==> config.mk <==
export PLATFORM = sky130hd
export DESIGN_NAME = sp_mul_seq
export DESIGN_NICKNAME = d
export VERILOG_FILES = /design/src/rtl/sp_arith_pkg.sv /design/src/rtl/sp_mul_step.sv /design/src/rtl/sp_mul_seq.sv
export SDC_FILE = /design/constraint.sdc
export NUM_CORES = 1
export LEC_CHECK = 0
export BUFFER_PORTS_ARGS = -buffer_cell sky130_fd_sc_hd__buf_2
export CAP_MARGIN = 5
export CORE_MARGIN = 4
export CORE_UTILIZATION = 56
export CTS_CLUSTER_DIAMETER = 150
export DETAILED_ROUTE_END_ITERATION = 10
export PLACE_DENSITY = 0.78
export SLEW_MARGIN = 10
export SYNTH_ARGS = -nofsm -noshare
export SYNTH_HDL_FRONTEND = slang
export SYNTH_SLANG_ARGS = --single-unit
export TNS_END_PERCENT = 20
==> constraint.sdc <==
create_clock -name clk -period 6.8 [get_ports clk]
set_input_delay 0.34 -clock clk [delete_from_list [all_inputs] [get_ports clk]]
set_output_delay 0.34 -clock clk [all_outputs]
set_load 0.01 [all_outputs]
==> src/rtl/sp_arith_pkg.sv <==
// Shared definitions for the sequential arithmetic blocks: FSM states,
// iteration count and parameter-legality helpers.
package sp_arith_pkg;

    typedef enum logic [1:0] {
        IDLE = 2'd0,
        RUN  = 2'd1,
        DONE = 2'd2
    } mul_state_e;

    function automatic int mul_cycles(input int width, input int radix_bits);
        return (radix_bits > 0) ? (width / radix_bits) : 1;
    endfunction

    function automatic bit radix_ok(input int width, input int radix_bits);
        return (radix_bits > 0) && (radix_bits <= width) && ((width % radix_bits) == 0);
    endfunction

    function automatic bit shift_ok(input int width, input int shift);
        return (shift >= 0) && (shift < 2 * width);
    endfunction

    // The shifted product is carried at full 2*WIDTH precision, so any
    // result width up to that is representable.
    function automatic bit out_width_ok(input int width, input int out_width);
        return (out_width >= 1) && (out_width <= 2 * width);
    endfunction

endpackage

==> src/rtl/sp_mul_step.sv <==
// One iteration of the shift-add multiplier: |a| times a RADIX_BITS-wide
// digit of |b|, placed at the digit's weight and added to the accumulator.
module sp_mul_step
    import sp_arith_pkg::*;
#(
    parameter int WIDTH      = 24,
    parameter int RADIX_BITS = 2,
    parameter int IDX_W      = 4
) (
    input  logic [2*WIDTH-1:0]    acc_i,
    input  logic [WIDTH-1:0]      a_mag_i,
    input  logic [RADIX_BITS-1:0] digit_i,
    input  logic [IDX_W-1:0]      idx_i,
    output logic [2*WIDTH-1:0]    acc_o
);

    logic [2*WIDTH-1:0] pp;
    logic [31:0]        sh_amt;

    assign pp     = (2*WIDTH)'(a_mag_i) * (2*WIDTH)'(digit_i);
    assign sh_amt = 32'(idx_i) * 32'(RADIX_BITS);
    assign acc_o  = acc_i + (pp << sh_amt);

endmodule

==> src/rtl/sp_mul_seq.sv <==
// Iterative sign/magnitude fixed-point multiplier: RADIX_BITS multiplier bits
// per clock, result shifted right by SHIFT and truncated to OUTPUT_WIDTH.
//
// state | meaning
// IDLE  | no result yet since reset, waiting for start_in
// RUN   | accumulating partial products, one digit of |b| per clock
// DONE  | c_out/ovf_out valid and held, a new start_in is accepted
module sp_mul_seq
    import sp_arith_pkg::*;
#(
    parameter int WIDTH        = 24,
    parameter int OUTPUT_WIDTH = 48,
    parameter int SHIFT        = 18,
    parameter int RADIX_BITS   = 2
) (
    input  logic                    clk,
    input  logic                    rst,
    input  logic                    start_in,
    input  logic                    signed_in,
    input  logic [WIDTH-1:0]        a_in,
    input  logic [WIDTH-1:0]        b_in,
    output logic [OUTPUT_WIDTH-1:0] c_out,
    output logic                    ovf_out,
    output logic                    busy_out,
    output logic                    ready_out
);

    localparam int              CYCLES   = mul_cycles(WIDTH, RADIX_BITS);
    localparam int              CNT_W    = (CYCLES > 1) ? $clog2(CYCLES) : 1;
    localparam int              PW       = 2 * WIDTH;
    localparam logic [CNT_W-1:0] CNT_LAST = CNT_W'(CYCLES - 1);

    if (!radix_ok(WIDTH, RADIX_BITS)) begin : g_bad_radix
        $error("sp_mul_seq: RADIX_BITS must be positive and divide WIDTH");
    end
    if (!shift_ok(WIDTH, SHIFT)) begin : g_bad_shift
        $error("sp_mul_seq: SHIFT must lie in [0, 2*WIDTH)");
    end
    if (!out_width_ok(WIDTH, OUTPUT_WIDTH)) begin : g_bad_out
        $error("sp_mul_seq: OUTPUT_WIDTH must lie in [1, 2*WIDTH]");
    end

    mul_state_e              state_q, state_d;
    logic [WIDTH-1:0]        a_mag_q, a_mag_d;
    logic [WIDTH-1:0]        b_rem_q, b_rem_d;
    logic                    neg_q, neg_d;
    logic                    smode_q, smode_d;
    logic [CNT_W-1:0]        cnt_q, cnt_d;
    logic [PW-1:0]           acc_q, acc_d;
    logic [OUTPUT_WIDTH-1:0] c_q, c_d;
    logic                    ovf_q, ovf_d;
    logic                    busy_q, busy_d;
    logic                    ready_q, ready_d;

    logic [WIDTH-1:0]               a_mag_in, b_mag_in;
    logic [PW-1:0]                  acc_step;
    logic [PW-1:0]                  prod;
    logic signed [PW-1:0]           shifted_s;
    logic [PW-1:0]                  shifted;
    logic [OUTPUT_WIDTH-1:0]        c_fmt;
    logic signed [OUTPUT_WIDTH-1:0] c_fmt_s;
    logic                           ovf_fmt;

    // Magnitudes fit in WIDTH bits even for -2^(WIDTH-1).
    assign a_mag_in = (signed_in && a_in[WIDTH-1]) ? (~a_in + WIDTH'(1)) : a_in;
    assign b_mag_in = (signed_in && b_in[WIDTH-1]) ? (~b_in + WIDTH'(1)) : b_in;

    sp_mul_step #(
        .WIDTH      (WIDTH),
        .RADIX_BITS (RADIX_BITS),
        .IDX_W      (CNT_W)
    ) u_step (
        .acc_i   (acc_q),
        .a_mag_i (a_mag_q),
        .digit_i (b_rem_q[RADIX_BITS-1:0]),
        .idx_i   (cnt_q),
        .acc_o   (acc_step)
    );

    // Final formatting works on the last step's sum so the result lands
    // on the same edge as the final accumulation.
    assign prod      = neg_q ? (~acc_step + PW'(1)) : acc_step;
    assign shifted_s = $signed(prod) >>> SHIFT;
    assign shifted   = smode_q ? $unsigned(shifted_s) : (prod >> SHIFT);
    assign c_fmt     = shifted[OUTPUT_WIDTH-1:0];
    assign c_fmt_s   = $signed(c_fmt);
    assign ovf_fmt   = smode_q ? (PW'(c_fmt_s) != shifted) : (PW'(c_fmt) != shifted);

    always_comb begin
        state_d = state_q;
        a_mag_d = a_mag_q;
        b_rem_d = b_rem_q;
        neg_d   = neg_q;
        smode_d = smode_q;
        cnt_d   = cnt_q;
        acc_d   = acc_q;
        c_d     = c_q;
        ovf_d   = ovf_q;
        busy_d  = busy_q;
        ready_d = ready_q;
        case (state_q)
            IDLE, DONE: begin
                if (start_in) begin
                    state_d = RUN;
                    a_mag_d = a_mag_in;
                    b_rem_d = b_mag_in;
                    neg_d   = signed_in & (a_in[WIDTH-1] ^ b_in[WIDTH-1]);
                    smode_d = signed_in;
                    cnt_d   = '0;
                    acc_d   = '0;
                    busy_d  = 1'b1;
                    ready_d = 1'b0;
                end
            end
            RUN: begin
                acc_d   = acc_step;
                b_rem_d = b_rem_q >> RADIX_BITS;
                cnt_d   = cnt_q + CNT_W'(1);
                if (cnt_q == CNT_LAST) begin
                    state_d = DONE;
                    cnt_d   = '0;
                    c_d     = c_fmt;
                    ovf_d   = ovf_fmt;
                    busy_d  = 1'b0;
                    ready_d = 1'b1;
                end
            end
            default: begin
                state_d = IDLE;
                busy_d  = 1'b0;
                ready_d = 1'b0;
            end
        endcase
    end

    always_ff @(posedge clk or posedge rst) begin
        if (rst) begin
            state_q <= IDLE;
            a_mag_q <= '0;
            b_rem_q <= '0;
            neg_q   <= 1'b0;
            smode_q <= 1'b0;
            cnt_q   <= '0;
            acc_q   <= '0;
            c_q     <= '0;
            ovf_q   <= 1'b0;
            busy_q  <= 1'b0;
            ready_q <= 1'b0;
        end else begin
            state_q <= state_d;
            a_mag_q <= a_mag_d;
            b_rem_q <= b_rem_d;
            neg_q   <= neg_d;
            smode_q <= smode_d;
            cnt_q   <= cnt_d;
            acc_q   <= acc_d;
            c_q     <= c_d;
            ovf_q   <= ovf_d;
            busy_q  <= busy_d;
            ready_q <= ready_d;
        end
    end

    assign c_out     = c_q;
    assign ovf_out   = ovf_q;
    assign busy_out  = busy_q;
    assign ready_out = ready_q;

endmodule
# Word level (Yosys, flattened, before mapping)
# Cells that the tools add are included.
op_classes:
  add_sub_neg: 5
  multipliers: 1
  div_mod_pow: 0
  n_lt_le_gt_ge: 0
  eq_ne: 5
  shifts: 1
  muxes: 20
  n_bitwise: 5
  reduce_logical: 9
ops:
  columns: ["operator", "n"]
  rows:
  - ["$mux W48", 3]
  - ["$pmux W48 S2", 1]
  - ["$mux W24", 3]
  - ["$add A24 B1 Y24 const B", 2]
  - ["$add A48 B1 Y48 const B", 1]
  - ["$add A48 B48 Y48", 1]
  - ["$not A24 Y24", 2]
  - ["$not A48 Y48", 1]
  - ["$pmux W24 S2", 1]
  - ["$shl A26 B5 Y48", 1]
  - ["$mul A24 B2 Y26", 1]
  - ["$mux W4", 2]
  - ["$pmux W4 S2", 1]
  - ["$reduce_and A2 Y1", 4]
  - ["$add A4 B1 Y4 const B", 1]
  - ["$eq A4 B4 Y1 const B", 1]
  - ["$mux W1", 4]
  - ["$mux W2", 2]
  - ["$ne A2 B2 Y1 const B", 2]
  - ["$pmux W1 S2", 2]
  - ["$pmux W2 S2", 1]
  - ["$eq A2 B1 Y1 const B", 1]
  - ["$eq A2 B2 Y1 const B", 1]
  - ["$logic_and A1 B1 Y1", 2]
  - ["5 further kinds", 5]
word_totals:
  regBits: 154
  latchBits: 0
  ram_bits: 0
  mem_bits_ro: 0
  inputBits: 52
  out_inout_bits: 51
  word_cells: 56
  n_memories: 0

# Logic depth before layout (Yosys ltp)
# Gate-level depths: netlist (run 1).
logic_depth:
  word_depth: 7
  mapped_depth: 32
  depth_no_buf: 29

# Modules after synthesis
# From an unflattened synthesis (run 1), not the netlist that was laid out.
hier_totals:
  cells_unflattened: 1576
  hier_area_um2: 12796.0
by_module_without_submodules:
  columns: ["module", "instances", "cells_per_inst", "area_per_inst_um2", "seq_area_each_um2"]
  rows:
  - ["sp_mul_seq", 1, 687, 6730.2, 3403.3]
  - ["sp_mul_step", 1, 889, 6065.8, 0.0]

# Worst setup path after synthesis (run 1)
# Ideal clock, no wire load.
synth_timing:
  path_kind: "reg2reg"
  startpoint: "register b_rem_q[0]"
  endpoint: "register c_q[46] (netlist: c_out[46])"
  setup_time_ns: 0.125
  arrival_time_ns: 6.379
  required_ns: 6.675
  setup_slack_ns: 0.296
  path_stages_with_launch: 29
  path_buffers: 3
  synth_period_minus_slack_ns: 6.504
  cell_sequence: "dfrtp_1 clkbuf_1 and2_1 ha_1 nand2_1 or3_1 or4_1 and3_1 clkbuf_1 o2111a_1 a2111oi_0 nand2_1 o21ai_0 o21ai_0 o22ai_1 ha_1 buf_2 nand2_1 nor3_1 nand3_1 a2111oi_0 nor3_1 xnor2_1 or4_4 nor4_4 and2_1 a41o_1 xor2_1 o21ai_1"
synth_via:
  elab_chain_cells: 7
synth_rtl:
  columns: ["element", "line_no", "text"]
  rows:
  - ["start, declared", "sp_mul_seq.sv:45", "logic [WIDTH-1:0] b_rem_q, b_rem_d;"]
  - ["start signal, assigned", "sp_mul_seq.sv:152", "b_rem_q <= b_rem_d;"]
  - ["$mul A24 B2 Y26 *", "sp_mul_step.sv:20", "assign pp = (2*WIDTH)'(a_mag_i) * (2*WIDTH)'(digit_i);"]
  - ["$shl A26 B5 Y48 *", "sp_mul_step.sv:22", "assign acc_o = acc_i + (pp << sh_amt);"]
  - ["$add A48 B48 Y48 *", "sp_mul_step.sv:22", null]
  - ["$not A48 Y48", "sp_mul_seq.sv:82", "assign prod = neg_q ? (~acc_step + PW'(1)) : acc_step;"]
  - ["$add A48 B1 Y48", "sp_mul_seq.sv:82", null]
  - ["$mux W48 *", "sp_mul_seq.sv:82", null]
  - ["$mux W48 *", "sp_mul_seq.sv:84", "assign shifted = smode_q ? $unsigned(shifted_s) : (prod >> SHIFT);"]
  - ["end signal, assigned", "sp_mul_seq.sv:145", "c_q <= '0;"]
  - ["end signal, assigned", "sp_mul_seq.sv:157", "c_q <= c_d;"]
  - ["end, declared", "sp_mul_seq.sv:50", "logic [OUTPUT_WIDTH-1:0] c_q, c_d;"]
# Every way passes the cells marked *; elsewhere a longest branch is shown, timed or not.
# A chain may end at the register's enable or synchronous reset.

# Worst setup path in the final report (run 1)
layout_timing:
  startpoint: "register b_rem_q[0]"
  endpoint: "register c_q[29] (netlist: c_out[29])"
# Same word-level chain as after synthesis.

==> results of run 1 <==
Yosys cell counts (9+ instances only):
master      n  area [µm²]
mux2i_1    21         210
nor4_1     10        62.6
nand4_1    24         150
o31ai_1    23         173
or3_1      17         106
a31oi_1    14        87.6
buf_4      19         143
or2_2      10        62.6
nand2b_1    9        56.3
nand3_1    27         135
o21a_1     15         113
nor3_1     41         205
a21oi_1   104         521
ha_1       73         913
o21bai_1   10        75.1
inv_1      31         116
nand2_1   224         841
a21o_1     26         195
xnor2_1    55         482
a22o_1     30         263
clkbuf_1   80         300
o21ai_1    31         155
a211oi_1   13        97.6
o22ai_1    16         100
dfrtp_1   136        3400
nor2b_1    10        62.6
mux2_2     10         113
nor2_1    129         484
xor2_1     65         569
a22oi_1    27         203
o21ai_0   170         851
o211ai_1   13        97.6
and2_1     59         369
worst register-to-register path, delay by kind of cell, from the launching register on:
kind | cells | cell delay (ns)
and+or+nand+nor | 7 | 1.77
AOI/OAI and AO/OA | 9 | 1.55
buffers and inverters | 8 | 1.15
muxes | 4 | 0.71
adders and majority gates | 2 | 0.59
xor gates and xnor gates | 2 | 0.48
DFF | 1 | 0.46
what timing repair did:
item	in CTS	in global routing
pin swaps	10	76
buffers inserted	7	33
endpoints found under the setup margin	17	26
gates resized for setup	34	184
cells by family (layout without fill, tap and decap cells):
family	after synthesis	after routing	share of synthesized area
AOI/OAI and AO/OA	566	566	0.284
DFF	136	136	0.264
adders and majority gates	75	75	0.0739
muxes	35	35	0.0320
and+or+nand+nor	590	590	0.216
buffers and inverters	145	420	0.0490
xor gates and xnor gates	120	120	0.0815
other	1	1	0.000291
layer usage:
metal  routed length, µm  vias up
met5                   0        -
met3                2730      130
met2               21000      621
met4                1530        0
met1               17800     6603
li1                    -     6600
cell type report:
type,count,area share
Clock inverter,15,0.00822
Inverter,31,0.00725
Tap cell,285,0.0213
Multi-Input combinational cell,1387,0.586
Sequential cell,136,0.203
Timing Repair Buffer,357,0.148
Clock buffer,17,0.0254
per-stage QoR:
step / util / setup WS (ns) / area (µm²) / hold slack, ns / TNS, ns
floorplan: - / 0.296 / 12900 / 0.446 / 0
detailed placement: 0.659 / -0.421 / 14900 / 0.465 / -3.16
finish: 0.739 / -0.0762 / 16700 / 0.0167 / -0.194
global placement: 0.659 / -0.365 / 14900 / 0.457 / -2.55
CTS: 0.691 / 0.00112 / 15700 / 0.0369 / 0
global route: 0.739 / -0.361 / 16700 / 0.0884 / -3.34
flip-flops by register name, summed over array words and instances, names as in the netlist:
| signal | count |
|---|---|
| neg_q | 1 |
| smode_q | 1 |
| b_rem_q | 24 |
| c_out | 31 |
| state_q | 2 |
| cnt_q | 4 |
| a_mag_q | 24 |
| acc_q | 48 |
| busy_out | 1 |
final timing paths:
path | slack, ns | endpoint | cells past startpoint
setup / recovery | -0.08 | c_out[29] | 32
hold / removal | 0.02 | acc_q[47] | 2
setup reg to reg | -0.08 | c_out[29] | 32
hold reg to reg | 0.47 | c_out[21] | 2
max in group asynchronous | 5.43 | b_rem_q[0] | 3
min in group clk | 0.18 | a_mag_q[1] | 3
==> impl_metrics.tcl, run 1 <==
set metrics [dict create \
    num-fill-cells 1679 \
    die_area_um2 25500 \
    die_h_um 160 \
    critPathMostFrequentCell "buf_4" \
    arrival_ns 7.15 \
    cts.clk_slew.worst_paths_ns 0.08 \
    synth_cell_types 83 \
    syn_area_per_cell_um2 7.74 \
    setup_ws_ns -0.0762 \
    netlist_area_um2 12900 \
    fin_crit_sh 1.01 \
    fin_skew_ns 0.0195 \
    yosysWarnings 0 \
    gr-usage-met1 0.413 \
    clock_sinks 136 \
    grt_first_pass_wirelength_um 65200 \
    setup_viol 4 \
    num_rows 55 \
    antenna_found_initial 0 \
    grt_busiest_layer "met2" \
    worstReg2RegStart "b_rem_q[0]" \
    grt_start_max_net_pins 75 \
    multi_input_area_um2 9810 \
    max_stage_delay_ns 0.55 \
    cts_made_buffers 17 \
    finalHoldViolations 0 \
    slew_headroom 0.261 \
    hold_class "input pin to async pin" \
    slew_viol_final 0 \
    h-tree-depth 4 \
    drt_iter0_drc 1136 \
    ioPinCount 103 \
    fmax_mhz 145 \
    grt_overflow_total 0 \
    fp.dieW_um 160 \
    crit_family "simple AND/OR/NAND/NOR gates" \
    nets 2057 \
    drive_gt1_frac 0.301 \
    worst_pin_slew_ns 1.11 \
    async_flop_share 1.00 \
    final_common_cell "buf_4" \
    ant_nets 0 \
    ys_ff_latch 136 \
    dpl.cell_count 2156 \
    violations "setup timing" \
    finalNonFillerCells 2228 \
    coreArea_um2 22600 \
    start_util 0.570 \
    place.gp.congestion 1.00 \
    crit_type "flip-flop to flip-flop" \
    status "finished, violations left" \
    final-seq-area_um2 3410 \
    synthCells 1668 \
    cts_tree "built" \
    synth_seq_area_share 0.264 \
    critical_path.max_fanout 5 \
    routed_wl_um 43000 \
    cp_slowest_cell "or4_4" \
    n_antenna_cell 0 \
    grt_pass1_vias 12759 \
    endpoint_kind "flip-flop" \
    synthFlopType "dfrtp_1" \
    crit_start "b_rem_q[0]" \
    drv_cap 0 \
    hpwlAfterDp_um 30800 \
    cts-root-buf "clkbuf_16" \
    synth_edf_count 0 \
    avgRoutedWirePerCell_um 19.3 \
    mostFrequentLayoutCells "buf_4 (246), nand2_1 (217), o21ai_0 (147), dfrtp_1 (134), nor2_1 (121)" \
    drc_errors 0 \
    worstSetupStartpointType "flip-flop" \
    viasPerCell 6.26 \
    gr-usage-met3 0.0323 \
    insertion_delay_ns 0.44 \
    gr-usage-met2 0.518 \
    dr_total_vias 13954 \
    path_buf_inv 8 \
    numPortBuffers 101 \
    cp.required_ns 7.08 \
    holdBufCountCts 0 \
    drtPass1Iterations 7 \
    grt_setup_unrepaired "true" \
    clockBufferDepth 2 \
    syn_nets 1795 \
    track_usage 0.307 \
    final.min_clock_period_ns 6.88 \
    syn_to_final_growth_pct 29.7 \
]
Power of run 1 is not shown: default switching activity piles up to over one toggle a cycle in this logic, so the estimate is an artifact.
==> inputs of run 2 (changes only) <==
CORE_UTILIZATION = 40   (was 56)
PLACE_DENSITY = unset   (was 0.78)
==> impl_metrics.tcl, run 2 (synthesis results as in run 1) <==
set metrics [dict create \
    critical_path.max_fanout 6 \
    cts.clk_slew.worst_paths_ns 0.07 \
    holdBufCountCts 0 \
    hold_class "input pin to async pin" \
    grt_start_max_net_pins 89 \
    reg2reg_slack_ns 0.20 \
    viasPerCell 5.69 \
    fin_skew_ns 0.0202 \
    fmax_mhz 151 \
    avgRoutedWirePerCell_um 17.9 \
    cts_tree "built" \
    worstReg2RegStart "b_rem_q[1]" \
    final-seq-area_um2 3410 \
    grt_first_pass_wirelength_um 65300 \
    slew_viol_final 0 \
    ioPinCount 103 \
    mostFrequentLayoutCells "buf_4 (239), nand2_1 (222), o21ai_0 (148), dfrtp_1 (134), nor2_1 (121)" \
    final_common_cell "buf_4" \
    die_h_um 188 \
    coreArea_um2 31700 \
    track_usage 0.223 \
    nets 2044 \
    start_util 0.407 \
    syn_to_final_growth_pct 28.2 \
    antenna_found_initial 1 \
    wl_met1_um 19100 \
    cts_made_buffers 17 \
    drc_errors 0 \
    num_rows 65 \
    h-tree-depth 4 \
    multi_input_area_um2 9580 \
    dr_total_vias 13265 \
    worst_pin_slew_ns 1.14 \
    cts-root-buf "clkbuf_16" \
    worstSetupStartpointType "flip-flop" \
    final.min_clock_period_ns 6.60 \
    cp.required_ns 7.08 \
    wl_met3_um 2300 \
    n_antenna_cell 0 \
    fin_crit_sh 0.971 \
    max_stage_delay_ns 0.51 \
    grt_overflow_total 0 \
    endpoint_kind "flip-flop" \
    crit_type "flip-flop to flip-flop" \
    num-fill-cells 3085 \
    top_register "acc_q" \
    drtPass1Iterations 8 \
    dpl.cell_count 2278 \
    arrival_ns 6.88 \
    wl_met2_um 19500 \
    clock_sinks 136 \
    place.gp.congestion 0.950 \
    drive_gt1_frac 0.285 \
    fp.dieW_um 188 \
    numPortBuffers 101 \
    worst-r2r-cell-count 33 \
    setup_viol 0 \
    largest_reg_flops 48 \
    insertion_delay_ns 0.44 \
    top_layer_used "met5" \
    finalHoldViolations 0 \
    clockBufferDepth 2 \
    finalSetupTns_ns 0 \
    cp_slowest_cell "or4_4" \
    grt_pass1_vias 12593 \
    die_area_um2 35200 \
    slew_headroom 0.241 \
    utilization 0.521 \
    status "finished, final reports clean" \
    finalNonFillerCells 2332 \
    drv_cap 0 \
    hpwlAfterDp_um 31600 \
    r2r-end "c_out[29]" \
    crit_start "b_rem_q[1]" \
    ant_nets 0 \
    drt_iter0_drc 872 \
    routed_wl_um 41900 \
]
## run 2: cell types whose count changed in the layout (fill, tap and decap cells not counted), sizes merged
cell      previous run  this run
buf                357       344
clkinvlp             4         2
bufinv               0         1
clkinv               2         3
## run 2: metal layers
metal | vias up | GRT usage
met1 | 6223 | 0.308
met3 | 66 | 0.0357
met2 | 406 | 0.365
li1 | 6568 | -
met5 | - | 0
met4 | 2 | 0.0570
## run 2: timing repair
item | 4_1_cts | 5_1_grt
resized for setup | 13 | 169
endpoints found under the setup margin | 18 | 29
endpoints found under the hold margin | 0 | 0
pin swaps | 2 | 59
cloned | 0 | 0
setup buffers | 3 | 19
## run 2: area by class of cell
type                       count  area share
timing repair buffer         344       0.142
inverter                      31     0.00734
multi-input combinational   1387       0.579
sequential                   136       0.206
clock inverter                15     0.00946
clock buffer                  17      0.0257
tap                          402      0.0304
## run 2: per-stage QoR
step / hold WS (ns) / setup slack (ns) / instance area (µm²)
2_1_floorplan: 0.446 / 0.296 / 12900
5_1_grt: 0.148 / -0.0890 / 16500
4_1_cts: 0.101 / 0.00141 / 15700
6_report: 0.0579 / 0.197 / 16500
3_3_place_gp: 0.460 / -0.216 / 15100
3_5_place_dp: 0.466 / -0.246 / 15100
## run 2: worst max path at each step
stage	end	slack, ns
after floorplan	c_out[46]	0.30
after global placement	c_out[29]	-0.22
after detailed placement	c_out[29]	-0.25
after CTS	c_out[29]	0.001
after global routing	c_out[29]	-0.09
final	c_out[29]	0.20
## run 2: worst max-delay path, delay by kind of cell (launching register included)
kind            cells  cell delay, ns
compound gates      8            1.25
xor+xnor            2            0.50
fa+ha+maj           3            0.93
buf+inv             6            0.80
flops               1            0.43
mux                 3            0.64
simple gates       11            1.89
Power of run 2 is left out for the same reason.
